File: config.mk
export PLATFORM = sky130hd
export DESIGN_NAME = if_fetch_unit
export DESIGN_NICKNAME = d
export VERILOG_FILES = /design/src/rtl/if_fetch_unit.sv
export SDC_FILE = /design/constraint.sdc
export NUM_CORES = 1
export LEC_CHECK = 0
export BUFFER_PORTS_ARGS = -buffer_cell sky130_fd_sc_hd__buf_2
export CORE_MARGIN = 2
export CORE_UTILIZATION = 55
export DETAILED_ROUTE_END_ITERATION = 8
export PLACE_DENSITY = 0.79
export SLEW_MARGIN = 15
export SYNTH_ARGS = -nofsm -noshare
export SYNTH_HDL_FRONTEND = slang
export SYNTH_SLANG_ARGS = --single-unit
File: constraint.sdc
create_clock -name clk -period 7.75 [get_ports clk]
set_input_delay 0.3875 -clock clk [delete_from_list [all_inputs] [get_ports clk]]
set_output_delay 0.3875 -clock clk [all_outputs]
set_load 0.005 [all_outputs]
File: src/rtl/if_fetch_unit.sv
// if_fetch_unit: instruction fetch stage with skid buffer, redirect kill and halt detection.
// Define IF_FETCH_PERF_EN to add the saturating fetch_cnt delivered-instruction counter.
module if_fetch_unit #(
    parameter logic [15:0] RESET_PC    = 16'h0000,
    parameter logic [3:0]  HALT_OPCODE = 4'hF
) (
    input  logic        clk,
    input  logic        rst,
    input  logic        stall,
    input  logic        redirect,
    input  logic [15:0] redirect_pc,
    output logic        imem_req,
    output logic [15:0] imem_addr,
    input  logic        imem_ack,
    input  logic [15:0] imem_rdata,
    output logic [15:0] pc_out,
    output logic [15:0] inst_out,
    output logic        nop_out,
`ifdef IF_FETCH_PERF_EN
    output logic [15:0] fetch_cnt,
`endif
    output logic        halt
);
    typedef enum logic [1:0] {FETCH, SKID, KILL, HALT} state_t;
    state_t state;
    logic [15:0] pc, tgt, skid_pc, skid_inst, d_pc, d_inst;
    logic deliver, bubble;
    assign imem_req  = !rst && (state == FETCH || state == KILL);
    assign imem_addr = pc;
    assign halt      = state == HALT;
    always_comb begin
        deliver = !redirect && !stall && ((state == FETCH && imem_ack) || state == SKID);
        bubble  = redirect || (!stall && !deliver);
        d_pc    = state == SKID ? skid_pc : pc;
        d_inst  = state == SKID ? skid_inst : imem_rdata;
    end
    always_ff @(posedge clk or posedge rst) begin
        if (rst) begin
            state     <= FETCH;
            pc        <= RESET_PC;
            tgt       <= RESET_PC;
            skid_pc   <= 16'h0000;
            skid_inst <= 16'h0000;
            pc_out    <= 16'h0000;
            inst_out  <= 16'h0000;
            nop_out   <= 1'b1;
        end else begin
            if (deliver) begin
                pc_out   <= d_pc;
                inst_out <= d_inst;
                nop_out  <= 1'b0;
            end else if (bubble) begin
                inst_out <= 16'h0000;
                nop_out  <= 1'b1;
            end
            if (redirect) begin
                tgt <= redirect_pc;
                // an unacked request cannot be aborted, so park in KILL until it drains
                if ((state == FETCH || state == KILL) && !imem_ack) begin
                    state <= KILL;
                end else begin
                    state <= FETCH;
                    pc    <= redirect_pc;
                end
            end else begin
                case (state)
                    FETCH: if (imem_ack) begin
                        pc <= pc + 16'd2;
                        if (stall) begin
                            skid_pc   <= pc;
                            skid_inst <= imem_rdata;
                            state     <= SKID;
                        end else begin
                            state <= d_inst[15:12] == HALT_OPCODE ? HALT : FETCH;
                        end
                    end
                    SKID: if (!stall) state <= d_inst[15:12] == HALT_OPCODE ? HALT : FETCH;
                    KILL: if (imem_ack) begin
                        pc    <= tgt;
                        state <= FETCH;
                    end
                    default: ;
                endcase
            end
        end
    end
`ifdef IF_FETCH_PERF_EN
    always_ff @(posedge clk or posedge rst) begin
        if (rst) fetch_cnt <= 16'h0000;
        else if (deliver && fetch_cnt != 16'hFFFF) fetch_cnt <= fetch_cnt + 16'd1;
    end
`endif
endmodule

==> run summary <==
Int Pwr: 1203 µW
complex-gate fraction of the synthesized area: 13.95%
Post-synth EDFFs: 0
synth warn: 0
cell at the slowest stage of the critical path: ha_2
Fillers: 726
Clock Path Buffers: 2
R2R depth: 6
buffer count from post-CTS setup fixing: 0
Combinational Power Share: 36.2%
Synth Instances: 434
Residual DRC: 0
root buffer cell: clkbuf_8
starting DRC count in detailed routing: 179
total grt overflow: 0
part of the power in registers: 46.1%
post-route minimum period: 2.556 ns
Reg area: 2479 µm²
Final Hold Vio Count: 0
Initial Utilization: 56.06%
footprint of the multi-input gates: 2116 µm²
vias in the first global route: 3523
library cells used by synthesis: 53
worst path cell trace: inv_1 > ha_2 > a21oi_1 > or3_4 > nand2_1 > o21ai_0
maximum achievable frequency: 391.3 MHz
critical path data arrival time: 2.78 ns
Post-Synth Simple-Gate Area: 10.44%
Final setup viols: 0
vias per cell: 5.768
Slew headroom: 25.01%
maximum capacitance violations: 0
RSZ-0062 raised after global routing: no
layout cells sized above 1: 30.27%
clk_skew: 0.01928 ns
Worst Path Required: 7.97 ns
max-slew violation count: 0
Clock Sinks: 99
Num CTS Buffers: 9
Worst-Margin Slew: 1.125 ns
HPWL Detailed: 6898 µm
outcome: finished clean
Fin Setup TNS: 0 ns
xor and xnor fraction of the mapped netlist area: 0.1818%
final-stage net count: 549
CTS resizes: 0
Power Density: 352.2 nW/µm²
Boundary Pins: 88
Clk pin slew, worst setup/hold paths: 0.11 ns
Crit. End Element: register
antenna violations before repair: 1
register bit total from synthesis: 99
total power: 1917 µW
Startpoint Class: register
largest net degree at the start of global routing: 53
Routed WL: 10350 µm
row count: 34
Post-Synth Adder-Cell Area: 1.299%
CTS H-Tree Depth: 3
Synth Net Count: 476
clock latency at the later pin of the worst-skew pair: 0.37 ns
Clk pwr share: 17.7%
hold crit path type: input pin to asynchronous set/reset pin
asr flop ratio synth: 100.0%
Leak: 0.002553 µW
post-synthesis sequential area ratio: 51.45%
Crit Path Max Fanout: 48
combinational family with the most area after synthesis: multiplexers
global-route wire length before repair: 17550 µm
port bufs: 87
chip width: 97.59 µm
Switching Share: 37.26%
Max IR drop VDD: 0.0001549 V
Switch Pwr: 714.2 µW
GRT Total Usage: 22.38%
DR WL/cell: 16.70 µm
Die ar.: 9523 µm²
Mean Syn Cell Area: 11.10 µm²
TritonCTS clock tree: yes
synthesized area: 4817 µm²
Die Height: 97.59 µm
ys flop type: dfrtp_1
DR vias: 3576
DRT Pass-1 Iters: 4
CP max stage delay: 0.94 ns
Ant. Diodes: 0
final period utilization: 32.98%
routability cong.: 0.7949
ANT nets after route: 0
hold_buf cts: 0
core area: 8593 µm²
area grow syn2layout: 12.99%
Crit Path Category: register to register
mux contribution to synthesized area: 17.92%
==> worst max-delay path, delay by kind of cell, from the launching register on <==
family | cells | cell delay [ns]
simple gates | 2 | 0.74
buf+inv | 1 | 0.10
compound gates | 2 | 0.21
fa+ha+maj | 1 | 0.94
flops | 1 | 0.41
==> cell type report <==
class                      count  area share (%)
inverter                      14           1.011
tap                          108           2.483
timing repair buffer          90           8.414
sequential                    99           45.54
clock buffer                  10           2.345
clock inverter                 6           1.333
multi-input combinational    293           38.87
==> flip-flops by register name, indices dropped and copies added (netlist names) <==
signal and flops:
nop_out 1, pc_out 16, imem_addr 16, tgt 16
inst_out 16, state 2, skid_pc 16, skid_inst 16
==> synthesized netlist by cell type, drive strengths merged (2+ instances only) <==
cell     count  area share (%)
mux2i       33             6.9
nor2        14             1.1
ha           5             1.3
a221o        3            0.62
nand3        6            0.88
o22ai        3            0.39
and3         3            0.39
mux2        40              11
dfrtp       98              51
a221oi       4            0.73
nand4        4            0.83
o21ai       58             6.0
nor2b        5            0.65
buf         23             3.3
or3          3            0.49
clkbuf       5            0.39
and4         2            0.36
a21oi       18             1.9
o2bb2ai      3            0.55
nor3         6            0.62
nand2b       2            0.26
nand2       52             4.1
inv         14             1.1
a31oi        7             1.0
nor4         4            0.52
==> power groups by stage <==
stage | Sequential, µW | Combinational (µW) | Clock (µW)
6_report | 884 | 694 | 339
5_1_grt | 912 | 774 | 365
4_1_cts | 882 | 696 | 342
3_5_place_dp | 891 | 691 | 0
3_3_place_gp | 882 | 666 | 0
2_1_floorplan | 835 | 513 | 0
==> cell usage in the layout, fill, tap and decap left out, types with 2 or more instances in the layout <==
cell        n
nand4_1     3
nor4_1      4
buf_2      87
nor3_1      6
o2bb2ai_1   3
a31oi_1     6
ha_1        4
dfrtp_1    98
a221oi_1    4
or3_1       2
inv_1      13
nand2_1    52
a21oi_1    17
nand3_1     5
o21ai_0    52
and4_1      2
nor2b_1     5
nand2b_1    2
nor2_1     14
inv_6       3
o22ai_1     3
clkbuf_8    9
mux2_2     18
buf_4       3
mux2i_1    33
a221o_1     3
o21ai_1     5
mux2_4     22
and3_1      3
==> kinds of logic (layout without fill, tap and decap cells) <==
group / count (synthesis) / in the layout
compound gates: 111 / 111
mux: 73 / 73
simple gates: 103 / 103
buf+inv: 42 / 120
flops: 99 / 99
fa+ha+maj: 5 / 5
xor+xnor: 1 / 1
==> metrics by stage <==
step                hold slack [ns]  instance area (µm²)  util (%)  cells  setup WS, ns
CTS                          0.1135                 5439     63.29    620         5.161
finish                      0.07727                 5443     63.34    620         5.194
global route                 0.1422                 5443     63.34    620         4.966
detailed placement           0.4606                 5239     60.96    604         5.193
floorplan                    0.4487                 4817         -    434         4.774
global placement             0.4564                 5239     60.96    604         5.275
==> per-layer routing <==
metal  up-vias  track usage, %  routed length (µm)
li1       1705               -                   -
met1      1754           33.19                4884
met2       109           34.48                4823
met3         6           3.957                 564
met4         2           5.556                  61
met5         -               0                  16
==> final timing paths <==
check,start,to,slack [ns]
min in group clk,imem_rdata[11],skid_inst[11],0.26
max reg2reg,state[1],pc_out[6],5.19
min,rst,pc_out[3],0.08
max,state[1],pc_out[6],5.19
min reg2reg,nop_out,nop_out,0.48
max in group asynchronous,rst,imem_addr[11],6.56
Power figures use the tool's default switching activity.
